==> src/rtl/esl_sysid_uptime.sv <==
// System-ID / uptime Avalon-MM slave: ID, build timestamp, prescaled uptime with atomic 64-bit readout.
// Optional heartbeat output is built when SYSID_HEARTBEAT_EN is defined.
module esl_sysid_uptime #(
    parameter logic [31:0] ID_VALUE  = 32'h0000_E51D,
    parameter logic [31:0] TIMESTAMP = 32'd1620591740,
    parameter int unsigned TICK_DIV  = 50,
    parameter int unsigned CNT_W     = 64,
    parameter int unsigned HB_TICKS  = 500000
) (
    input  logic        clock,
    input  logic        reset,
    input  logic [2:0]  address,
    input  logic        read,
    input  logic        write,
    input  logic [31:0] writedata,
    input  logic [3:0]  byteenable,
    output logic [31:0] readdata,
    output logic        readdatavalid,
    output logic        heartbeat
);

    localparam logic [15:0] TICK_LAST = 16'(TICK_DIV - 1);
    localparam logic [15:0] CAPS_DIV  = 16'(TICK_DIV);
    localparam logic [7:0]  CAPS_W    = 8'(CNT_W);
`ifdef SYSID_HEARTBEAT_EN
    localparam logic        CAPS_HB   = 1'b1;
`else
    localparam logic        CAPS_HB   = 1'b0;
`endif

    generate
        if (TICK_DIV < 1 || TICK_DIV > 65535 || CNT_W < 33 || CNT_W > 64 || HB_TICKS < 1) begin : g_bad_params
            $error("esl_sysid_uptime: parameter out of range");
        end
    endgenerate

    logic [15:0]       presc;
    logic [CNT_W-1:0]  uptime;
    logic [31:0]       hi_shadow;
    logic [31:0]       scratch0;
    logic [31:0]       scratch1;
    logic              freeze;
    logic              wr_en;
    logic              ctrl_wr;
    logic              clear;
    logic              tick;
    logic [31:0]       rd_mux;

    // A read wins over a coincident write; CTRL bits live in byte lane 0.
    assign wr_en   = write & ~read;
    assign ctrl_wr = wr_en && (address == 3'd6) && byteenable[0];
    assign clear   = ctrl_wr & writedata[1];
    assign tick    = ~freeze && (presc == TICK_LAST);

    always_ff @(posedge clock or posedge reset) begin
        if (reset) begin
            presc  <= '0;
            uptime <= '0;
        end else if (clear) begin
            presc  <= '0;
            uptime <= '0;
        end else if (!freeze) begin
            if (tick) begin
                presc  <= '0;
                uptime <= uptime + CNT_W'(1);
            end else begin
                presc  <= presc + 16'd1;
            end
        end
    end

    always_ff @(posedge clock or posedge reset) begin
        if (reset) begin
            scratch0 <= '0;
            scratch1 <= '0;
            freeze   <= 1'b0;
        end else if (wr_en) begin
            case (address)
                3'd4: begin
                    for (int unsigned i = 0; i < 4; i++)
                        if (byteenable[i]) scratch0[8*i +: 8] <= writedata[8*i +: 8];
                end
                3'd5: begin
                    for (int unsigned i = 0; i < 4; i++)
                        if (byteenable[i]) scratch1[8*i +: 8] <= writedata[8*i +: 8];
                end
                3'd6: begin
                    if (byteenable[0]) freeze <= writedata[0];
                end
                default: ;
            endcase
        end
    end

    always_comb begin
        rd_mux = '0;
        case (address)
            3'd0: rd_mux = ID_VALUE;
            3'd1: rd_mux = TIMESTAMP;
            3'd2: rd_mux = uptime[31:0];
            3'd3: rd_mux = hi_shadow;
            3'd4: rd_mux = scratch0;
            3'd5: rd_mux = scratch1;
            3'd6: rd_mux = {31'b0, freeze};
            3'd7: rd_mux = {CAPS_DIV, CAPS_W, 7'b0, CAPS_HB};
            default: rd_mux = '0;
        endcase
    end

    // Reading UPTIME_LO snapshots the upper half so a following HI read is never torn.
    always_ff @(posedge clock or posedge reset) begin
        if (reset) begin
            readdata      <= '0;
            readdatavalid <= 1'b0;
            hi_shadow     <= '0;
        end else begin
            readdatavalid <= read;
            if (read) begin
                readdata <= rd_mux;
                if (address == 3'd2) hi_shadow <= 32'(uptime[CNT_W-1:32]);
            end
        end
    end

`ifdef SYSID_HEARTBEAT_EN
    localparam int unsigned     HB_W    = (HB_TICKS > 1) ? $clog2(HB_TICKS) : 1;
    localparam logic [HB_W-1:0] HB_LAST = HB_W'(HB_TICKS - 1);

    logic [HB_W-1:0] hb_cnt;

    always_ff @(posedge clock or posedge reset) begin
        if (reset) begin
            hb_cnt    <= '0;
            heartbeat <= 1'b0;
        end else if (clear) begin
            hb_cnt    <= '0;
        end else if (tick) begin
            if (hb_cnt == HB_LAST) begin
                hb_cnt    <= '0;
                heartbeat <= ~heartbeat;
            end else begin
                hb_cnt    <= hb_cnt + HB_W'(1);
            end
        end
    end
`else
    assign heartbeat = 1'b0;
`endif

endmodule

==> config.mk <==
export PLATFORM = sky130hd
export DESIGN_NAME = esl_sysid_uptime
export DESIGN_NICKNAME = d
export VERILOG_FILES = /design/src/rtl/esl_sysid_uptime.sv
export SDC_FILE = /design/constraint.sdc
export NUM_CORES = 1
export LEC_CHECK = 0
export ABC_AREA = 1
export CAP_MARGIN = 10
export CELL_PAD_IN_SITES_DETAIL_PLACEMENT = 1
export CELL_PAD_IN_SITES_GLOBAL_PLACEMENT = 1
export CORE_MARGIN = 2
export CORE_UTILIZATION = 47
export DETAILED_ROUTE_END_ITERATION = 8
export PLACE_DENSITY = 0.88
export SLEW_MARGIN = 20
export SYNTH_ARGS = -nofsm -noshare
export SYNTH_HDL_FRONTEND = slang
export SYNTH_SLANG_ARGS = --single-unit
export TNS_END_PERCENT = 50
==> constraint.sdc <==
create_clock -name clock -period 18.7 [get_ports clock]
set_input_delay 4.675 -clock clock [delete_from_list [all_inputs] [get_ports clock]]
set_output_delay 4.675 -clock clock [all_outputs]
set_load 0.02 [all_outputs]
* Word-level counts from Yosys, hierarchy flattened
Cells that the tools add are included. W data, S select, Z words.
Cells by class: bitwise gates (word level) 4, add/subtract/negate cells 2, reduce and logical (&&, ||, !) cells 16, eq/ne operators 9, muxes and demuxes 7
Operators by type and width (count):
- $pmux W32 S8 | 1
- $mux W64 | 3
- $add A64 B1 Y64 const B | 1
- $mux W16 | 3
- $reduce_and A3 Y1 | 9
- $add A16 B1 Y16 const B | 1
- $eq A16 B6 Y1 const B | 1
- $eq A3 B3 Y1 const B | 4
- $eq A3 B2 Y1 const B | 2
- $reduce_and A2 Y1 | 2
- $eq A3 B1 Y1 const B | 1
- $logic_and A1 B1 Y1 | 3
- $logic_not A3 Y1 | 1
- $and A1 B1 Y1 | 2
- $ne A2 B1 Y1 const B | 1
- $not A1 Y1 | 2
- $reduce_bool A2 Y1 | 1
Word-level totals: logic and storage cells 52, bits in registers 210, output and inout bits 34, input port bits 43

* Longest topological paths before layout
Gate-level depths: netlist of run 1.
word-level depth 7, mapped depth 14, depth with buffers taken out 13

* Worst setup path after synthesis of run 1
Ideal clock, no wire load.
kind input -> register, start point input port read, end point register uptime[41], stages on the path 12, arrival 5.699 ns, setup time 0.117 ns, buffers on the path 2, path slack 12.884 ns, cell sequence buf_4 > clkinv_2 > nand3_2 > nor2_4 > nand2_4 > nand2_2 > buf_6 > nand2_1 > nor2_1 > nand2_1 > nand2_1 > nor2_1
On the way: word-level cells in the longest chain between the ends 7, elaborated cells between the ends (all ways) 9, classes of those cells eq/ne (1); mux (1); bitwise (3); reduce/logical (4)
Ends and longest elaborated chain:
- start, declared | line 13 | input logic read,
- $not A1 Y1 (*) | line 50 | assign wr_en = write & ~read;
- $and A1 B1 Y1 (*) | line 50
- $logic_and A1 B1 Y1 (*) (2 in series) | line 51 | assign ctrl_wr = wr_en && (address == 3'd6) && byteenable[0];
- $and A1 B1 Y1 (*) | line 52 | assign clear = ctrl_wr & writedata[1];
- $ne A2 B1 Y1 (no source line) or $reduce_bool A2 Y1 (tied branches)
- $reduce_and A2 Y1 (no source line)
- end signal, assigned | line 65 | uptime <= uptime + CNT_W'(1);
- end, declared | line 38 | logic [CNT_W-1:0] uptime;
Every way passes the cells marked *; elsewhere a longest branch is shown, timed or not. A chain may end at the register's enable or synchronous reset.

* Final worst setup path of run 1
start point input port read, end point register presc[14]
On the way: word-level cells in the longest chain between the ends 6, elaborated cells between the ends (all ways) 7, classes of those cells eq/ne (1); mux (1); bitwise (3); reduce/logical (2)
Ends and longest elaborated chain:
- $not A1 Y1 (*) | line 50
- $and A1 B1 Y1 (*) | line 50
- $logic_and A1 B1 Y1 (*) (2 in series) | line 51
- $and A1 B1 Y1 (*) | line 52
- $ne A2 B1 Y1 (no source line) or $mux W16 (tied branches)
- end signal, assigned | line 67 | presc <= presc + 16'd1;
- end, declared | line 37 | logic [15:0] presc;
Marks and branches as above.

==> flow_summary.yaml, run 1 <==
status:
  status: "finished clean"
clocking:
  postCtsSetupBuffers: 0
  clkSlewWorstSetupHoldPaths_ns: 0.06
  cts_tree: "built"
  cts_max_level: 1
  ctsResizeCount: 0
  holdBufCountCts: 0
  cts_max_path_buffers: 3
  cts_sinks: 210
  cts-root-buf: "clkbuf_16"
  clk_latency_ns: 0.55
  numCtsBuffers: 25
sta:
  timing.fmax_mhz: 131
  whs_ns: 0.478
  setup_violations: 0
  finalMaxSlewViolations: 0
  hold_viol_final: 0
  setup-tns-final_ns: 0
  fin_crit_ns: 7.62
  rsz0062_at_grt: "no"
  worst_pin_slew_ns: 1.05
  relSlewSlack_pct: 30.0
  fin_skew_ns: 0.0177
  setup_ws_ns: 11.08
  fin_crit_sh_pct: 40.7
global_routing:
  grt_usage_pct: 32.8
  grt_pass1_wl_um: 63000
  grt_max_degree: 140
  grt_pass1_vias: 11364
  antenna_found_initial: 2
  grt_remaining_overflow: 0
placement:
  gp_congestion: 0.930
  hpwl_um: 28800
  port_buffers: 75
  placed_area_um2: 12200
  place_ws_ns: 10.62
pwr:
  cellLeakagePower_uw: 0.00629
  vdd_drop_max_uv: 66.6
  powerDensity_nw_per_um2: 89.6
yosys:
  ys_async_sr_fraction_pct: 100
  synth_largest_area_cell: "dfrtp_1"
  yosys_warnings: 0
  synth_edf_count: 0
  synth_nets: 1571
  synth_area_leaders: "dfrtp_1 (47%), nand2_1 (16%), nor2_1 (7.1%), inv_1 (5.7%), o21ai_0 (4.8%)"
  ys.flop_type: "dfrtp_1"
  synth-seq-cells: 210
  synth_top_area_share_pct: 46.8
  syn_inst: 1525
  synth.distinct_cells: 41
  syn_area_um2: 11200
  ys_seq_area_share_pct: 46.8
  avgSynthCellArea_um2: 7.36
setup_path:
  cp-startpoint: "read"
  r2r-start: "presc[1]"
  crit_path_max_fanout: 59
  end_kind: "register"
  criticalPathCategory: "in2reg"
  crit_arrival_ns: 8.07
  cp.required_ns: 19.15
  start_kind: "primary input"
floorplan:
  die_h_um: 159
  coreArea_um2: 23500
  rows: 56
  die_area_um2: 25100
  io_pins: 77
  initial_core_util_pct: 47.8
  die_w_um: 159
worst_hold_path:
  min-delay-start: "readdata[16]"
  min_path_type: "reg2reg"
cells_and_area:
  diodes: 0
  layout_common_cells: "nand2_1 (491), nor2_1 (212), dfrtp_1 (210)"
  final_common_cell: "nand2_1"
  area_delta_synth_final_pct: 16.0
  drive_gt1_share_pct: 7.53
  fin_nets: 1635
  stdcell_area_um2: 13000
route:
  drt-initial-drc-count: 804
  routedWlPerCell_um: 20.8
  drc: 0
  drtAntennaViolNets: 0
  routed_wirelength_um: 40100
  dr_total_vias: 10872
  drt-pass1-iter-count: 7
  avgViaCountPerCell: 5.64
flow_run:
  drv_cap: 0
-- power breakdown --
part	internal (uW)	switching, uW	total (uW)
Clock	285	212	497
Sequential	499	36.6	535
Combinational	48.7	85.5	134
-- Yosys cell counts, types with 2 or more instances --
cell type  count
a211oi_1       4
a21oi_1       44
a31oi_1        4
a41oi_1        4
buf_1          4
buf_2         18
buf_4          6
buf_6          2
clkbuf_1      13
clkinv_1       2
dfrtp_1      210
ha_1           3
inv_1        169
inv_2          8
mux2_2        17
nand2_1      491
nand2_2       14
nand3_1       62
nand3_2        4
nand4_1       24
nor2_1       212
nor2_2        15
nor2_4         9
nor2_8         2
nor3_1        21
o2111ai_1     21
o21a_1         3
o21ai_0      108
o21ai_1       10
o22ai_1        4
xor2_1         7
-- flip-flops by register name, indices dropped and copies added, names as in the netlist --
name and count:
uptime 64, hi_shadow 32, readdata 32, scratch0 32, scratch1 32, presc 16, freeze 1, readdatavalid 1
-- stage by stage --
stage / utilization [%] / std cells / total power, uW
2_1_floorplan: - / 1525 / 611
3_3_place_gp: 52.0 / 1881 / 661
5_1_grt: 55.5 / 1926 / 1200
6_report: 55.5 / 1926 / 1170
3_5_place_dp: 52.0 / 1881 / 671
4_1_cts: 55.5 / 1926 / 1170
-- layer usage --
| layer | routed length, um | part of all wire (%) | track usage (%) |
|---|---|---|---|
| met1 | 17000 | 42 | 42.0 |
| met3 | 2370 | 5.9 | 5.96 |
| met4 | 1440 | 3.6 | 11.1 |
| met5 | 22 | 0.055 | 0 |
| met2 | 19300 | 48 | 56.3 |
-- cell type report --
type	count	area [um^2]
Clock buffer	31	668
Clock inverter	14	156
Fill cell	3011	10500
Inverter	180	684
Multi-Input combinational cell	1092	5070
Sequential cell	210	5260
Tap cell	319	399
Timing Repair Buffer	80	788
-- worst max-delay path, stage by stage --
cell and delay (ns):
clkdlybuf4s50_1 0.46, buf_4 0.37, clkinv_2 0.46, nand3_2 0.23, nor2_4 0.07, nand2_4 0.53
nand2_2 0.59, inv_2 0.28, nand2_1 0.16, o22ai_1 0.18
-- cell families after synthesis --
logic type | count (synthesis) | share of synthesized area [%]
buffers and inverters | 223 | 8.00
other | 1 | 0.0334
adder cells (fa/ha/maj) | 3 | 0.334
multiplexers | 17 | 1.71
flip-flops | 210 | 46.8
AND/OR/NAND/NOR | 861 | 32.4
AO/OA/AOI/OAI | 203 | 10.2
XOR/XNOR | 7 | 0.546
-- final timing paths --
| path | endpoint | slack, ns | depth (start not counted) |
|---|---|---|---|
| max | presc[14] | 11.08 | 10 |
| min | readdata[16] | 0.48 | 2 |
| max reg2reg | uptime[37] | 15.79 | 12 |
| min reg2reg | readdata[16] | 0.48 | 2 |
| max in group asynchronous | uptime[60] | 12.40 | 3 |
| min in group asynchronous | scratch0[4] | 4.77 | 2 |
No activity file was read; power rests on OpenSTA's default activity.
==> run 2: changes to the inputs <==
--- a/config.mk
+++ b/config.mk
@@ -10,9 +10,9 @@
 export CELL_PAD_IN_SITES_DETAIL_PLACEMENT = 1
 export CELL_PAD_IN_SITES_GLOBAL_PLACEMENT = 1
 export CORE_MARGIN = 2
-export CORE_UTILIZATION = 47
+export CORE_UTILIZATION = 40
 export DETAILED_ROUTE_END_ITERATION = 8
-export PLACE_DENSITY = 0.88
+export PLACE_DENSITY = 0.8
 export SLEW_MARGIN = 20
 export SYNTH_ARGS = -nofsm -noshare
 export SYNTH_HDL_FRONTEND = slang
==> constraint.sdc (replaced) <==
create_clock -name clock -period 6.2 [get_ports clock]
set_input_delay 1.55 -clock clock [delete_from_list [all_inputs] [get_ports clock]]
set_output_delay 1.55 -clock clock [all_outputs]
set_load 0.02 [all_outputs]
==> run 2 against run 1 <==
Compared with the run above:
- worst setup slack worse by 8.9 ns
- core utilization down 7.9 points
- sequential power rose to 3.0 times the previous value
- power rose to 3.1 times the previous value
- global-route usage down 5.5 points
- clock power rose to 3.2 times the previous value
- sequential share of layout area down 0.46 points
- register-to-register slack worse by 13 ns
- cell count up 3.1%
- sequential cell count unchanged
- largest cell class unchanged
- largest power group unchanged
==> flow_summary.yaml, run 2 (same netlist as run 1, synthesis figures left out) <==
clocking:
  postCtsSetupBuffers: 0
  holdBufCountCts: 0
  cts_tree: "built"
  ctsResizeCount: 0
  numCtsBuffers: 24
  cts_sinks: 210
  clkSlewWorstSetupHoldPaths_ns: 0.07
  cts_max_path_buffers: 3
  cts_max_level: 1
  cts-root-buf: "clkbuf_16"
  clk_latency_ns: 0.54
placement:
  port_buffers: 75
  place_ws_ns: 1.59
  hpwl_um: 29000
  gp_congestion: 0.946
  dp_cells: 1941
route:
  drtAntennaViolNets: 0
  avgViaCountPerCell: 5.36
  drt-initial-drc-count: 663
  dr_total_vias: 10646
  drt-pass1-iter-count: 5
  drc: 0
  routed_wirelength_um: 39100
  routedWlPerCell_um: 19.7
cells_and_area:
  area_delta_synth_final_pct: 17.3
  final_util_pct: 47.5
  drive_gt1_share_pct: 7.72
  layout_common_cells: "nand2_1 (491), nor2_1 (212), dfrtp_1 (210)"
  diodes: 0
  largest_reg_flops: 64
  regMostFlops: "uptime"
  final_common_cell: "nand2_1"
  fin_cells: 1985
  fin_nets: 1635
setup_path:
  r2r-start: "presc[1]"
  reg2reg_depth: 13
  r2r_setup_slack_ns: 3.20
  cp.required_ns: 6.65
  criticalPathCategory: "in2reg"
  crit_path_max_fanout: 59
  start_kind: "primary input"
  worstReg2RegEnd: "uptime[36]"
  end_kind: "register"
  crit_arrival_ns: 4.51
  cp-startpoint: "read"
floorplan:
  die_w_um: 172
  die_h_um: 172
  coreArea_um2: 27700
  rows: 61
  die_area_um2: 29400
  io_pins: 77
  initial_core_util_pct: 40.5
worst_hold_path:
  min_path_type: "reg2reg"
  min_path_cells: 2
  min-delay-start: "readdata[25]"
  min_to: "readdata[25]"
sta:
  hold_viol_final: 0
  timing.fmax_mhz: 246
  worst_pin_slew_ns: 1.10
  relSlewSlack_pct: 26.8
  setup_ws_ns: 2.14
  rsz0062_at_grt: "no"
  fin_skew_ns: 0.0177
  fin_crit_sh_pct: 65.5
  fin_crit_ns: 4.06
  setup_violations: 0
  finalMaxSlewViolations: 0
  setup-tns-final_ns: 0
pwr:
  internal_power_uw: 2620
  powerDensity_nw_per_um2: 273
  clkPwrFrac_pct: 44.4
  cellLeakagePower_uw: 0.00631
  p_comb_share_pct: 11.0
  seqPwrFrac_pct: 44.6
  switching_share_pct: 27.3
  total_power_uw: 3600
  switching_power_uw: 982
  vdd_drop_max_uv: 210
global_routing:
  grtUsageMet2_pct: 45.0
  grt_usage_pct: 27.4
  gr-usage-met3_pct: 4.65
  antenna_found_initial: 2
  grt_pass1_vias: 11234
  grt_pass1_wl_um: 62100
  grt_remaining_overflow: 0
  grt_max_degree: 115
  grt-busiest-layer: "met2"
  met1_usage_pct: 36.6
status:
  status: "finished clean"
flow_run:
  drv_cap: 0
-- run 2: cell count changes in the layout (fill, tap and decap cells not counted), sizes merged --
cell / previous run / this run
buf: 5 / 6
clkinv: 13 / 7
clkinvlp: 0 / 3
bufinv: 2 / 4
-- run 2: worst max-delay path by stage --
stage           endpoint
6_report       presc[14]
5_1_grt        presc[12]
2_1_floorplan     freeze
3_3_place_gp   presc[12]
3_5_place_dp   presc[14]
4_1_cts        presc[14]
-- run 2: power by group through the flow --
stage / registers, uW / logic [uW] / clock network (uW)
global route: 1620 / 447 / 1660
global placement: 1620 / 375 / 0
CTS: 1600 / 398 / 1610
detailed placement: 1630 / 393 / 0
floorplan: 1620 / 224 / 0
finish: 1610 / 394 / 1600
-- run 2: through the flow --
step	hold slack, ns	area [um^2]
3_3_place_gp	0.466	12300
4_1_cts	0.482	13200
3_5_place_dp	0.465	12300
6_report	0.475	13200
2_1_floorplan	0.448	11200
5_1_grt	0.500	13200
-- run 2: critical path: stages --
cell	delay, ns
clkdlybuf4s50_1	0.49
clkinv_2	0.37
nand3_2	0.25
nor2_4	0.07
nand2_4	0.52
nand2_2	0.60
inv_2	0.27
nand2_1	0.16
o22ai_1	0.18
-- run 2: final cells by class --
class                           count  area [um^2]
Tap cell                          378          473
Timing Repair Buffer               81          808
Fill cell                        3490        14500
Multi-Input combinational cell   1092         5070
Clock inverter                     13          185
Inverter                          180          681
Sequential cell                   210         5260
Clock buffer                       31          698
-- run 2: layer usage --
| layer | vias to the layer above | part of all wire (%) |
|---|---|---|
| met1 | 5314 | 45 |
| met3 | 70 | 5.8 |
| met5 | - | 0.059 |
| met2 | 282 | 46 |
| met4 | 4 | 3.1 |
| li1 | 4976 | - |
==> run 3: changes to the inputs <==
==> constraint.sdc (replaced) <==
create_clock -name clock -period 3.4 [get_ports clock]
set_input_delay 0.85 -clock clock [delete_from_list [all_inputs] [get_ports clock]]
set_output_delay 0.85 -clock clock [all_outputs]
set_load 0.02 [all_outputs]
==> run 3 against run 2 <==
Compared with the run above:
- design area increased by 0.84%
- core utilization increased by 0.40 points
- hold slack improved by 0.0051 ns
- sequential cell count unchanged
- register-to-register slack got worse by 2.5 ns
==> flow_summary.yaml, run 3 (same netlist as run 1, synthesis figures left out) <==
clocking:
  ctsResizeCount: 0
  cts-root-buf: "clkbuf_16"
  numCtsBuffers: 25
  holdBufCountCts: 0
  clkSlewWorstSetupHoldPaths_ns: 0.06
  clk_latency_ns: 0.53
  cts_tree: "built"
  cts_max_path_buffers: 3
  cts_sinks: 210
  postCtsSetupBuffers: 0
  cts_max_level: 1
floorplan:
  io_pins: 77
  die_h_um: 172
  coreArea_um2: 27700
  die_w_um: 172
  die_area_um2: 29400
  initial_core_util_pct: 40.5
  rows: 61
setup_path:
  crit_arrival_ns: 3.15
  critical_path.endpoint: "uptime[43]"
  start_kind: "register"
  worstReg2RegEnd: "uptime[43]"
  r2r_setup_slack_ns: 0.66
  critPathMaxStageDelay_ns: 0.56
  criticalPathCategory: "reg2reg"
  cp-startpoint: "presc[1]"
  path_cells: "inv_1, ha_1, inv_1, nor2_1, nand2_1, nor2_4, nand2_2, nand2_2, nand2_2, nor2_2, nand2_1, nand2_1, nor2_1"
  end_kind: "register"
  crit_path_max_fanout: 24
  crit_slowest_cell: "nand2_2"
  cp.required_ns: 3.81
  reg2reg_depth: 13
  r2r-start: "presc[1]"
cells_and_area:
  layout_common_cells: "nand2_1 (491), nor2_1 (212), dfrtp_1 (210)"
  area_delta_synth_final_pct: 18.3
  final_common_cell: "nand2_1"
  final_util_pct: 47.9
  drive_gt1_share_pct: 8.56
  regMostFlops: "uptime"
  largest_reg_flops: 64
  fin_nets: 1653
  diodes: 0
status:
  status: "finished clean"
sta:
  fin_skew_ns: 0.0108
  worst_pin_slew_ns: 0.730
  setup-tns-final_ns: 0
  fin_crit_sh_pct: 80.5
  rsz0062_at_grt: "no"
  fin_crit_ns: 2.74
  setup_ws_ns: 0.663
  setup_violations: 0
  relSlewSlack_pct: 51.0
  hold_viol_final: 0
  timing.fmax_mhz: 365
  finalMaxSlewViolations: 0
global_routing:
  antenna_found_initial: 2
  grt_pass1_wl_um: 61600
  grt_pass1_vias: 10962
  grt_remaining_overflow: 0
  grt_usage_pct: 27.2
  grt_max_degree: 48
route:
  drc: 0
  drtAntennaViolNets: 0
  drt-initial-drc-count: 680
  drt-pass1-iter-count: 5
  dr_total_vias: 10604
  avgViaCountPerCell: 5.30
  routed_wirelength_um: 39000
  routedWlPerCell_um: 19.5
worst_hold_path:
  min_path_type: "reg2reg"
pwr:
  p_comb_share_pct: 11.6
  vdd_drop_max_uv: 301
  total_power_uw: 6330
  clkPwrFrac_pct: 42.0
  powerDensity_nw_per_um2: 477
  switching_power_uw: 1760
  switching_share_pct: 27.7
  seqPwrFrac_pct: 46.4
  cellLeakagePower_uw: 0.00639
  internal_power_uw: 4580
placement:
  port_buffers: 75
  gp_congestion: 0.947
  place_ws_ns: 0.308
  hpwl_um: 30100
flow_run:
  drv_cap: 0
[run 3: cell types whose count changed in the layout (fill, tap and decap cells not counted), sizes merged]
| cell | delta |
|---|---|
| clkbuf | -1 |
| clkinvlp | -2 |
| bufinv | -2 |
| buf | +17 |
| inv | -1 |
| clkinv | +6 |
[run 3: final cells by class]
| class | instances | area [um^2] |
|---|---|---|
| inverter | 180 | 681 |
| sequential | 210 | 5260 |
| multi-input combinational | 1092 | 5070 |
| fill | 3431 | 14400 |
| clock buffer | 30 | 664 |
| clock inverter | 14 | 139 |
| timing repair buffer | 98 | 998 |
| tap | 378 | 473 |
[run 3: worst max-delay path: cells and delay by family (launching register included)]
kind	cells	cell delay, ns
adders and majority gates	1	0.14
buffers and inverters	2	0.13
and+or+nand+nor	10	1.92
DFF	1	0.41
[run 3: how the worst min path moves through the flow]
stage	start	to	slack [ns]	depth (start not counted)
after floorplan	hi_shadow[14]	hi_shadow[14]	0.45	2
after global placement	readdata[28]	readdata[28]	0.47	2
after detailed placement	readdata[28]	readdata[28]	0.47	2
after CTS	readdata[28]	readdata[28]	0.48	2
after global routing	scratch1[0]	scratch1[0]	0.50	2
final	readdata[28]	readdata[28]	0.48	2
[run 3: metal layers]
layer / up-vias / global-route usage [%] / wire length [um]
met5: - / 0 / 19
met4: 2 / 6.15 / 863
met3: 69 / 5.20 / 2630
met2: 284 / 44.8 / 18300
met1: 5243 / 37.4 / 17200
li1: 5006 / - / -
[run 3: power groups by stage]
stage,Clock [uW],Combinational [uW],Sequential [uW]
global placement,0,701,2970
global route,2800,830,2970
CTS,2710,742,2940
finish,2660,732,2940
floorplan,0,408,2950
detailed placement,0,732,2970
[run 3: stage by stage]
step | hold slack [ns] | instances | cell area, um^2
2_1_floorplan | 0.448 | 1525 | 11200
3_3_place_gp | 0.466 | 1958 | 12500
3_5_place_dp | 0.467 | 1958 | 12500
4_1_cts | 0.484 | 2002 | 13300
5_1_grt | 0.504 | 2002 | 13300
6_report | 0.480 | 2002 | 13300
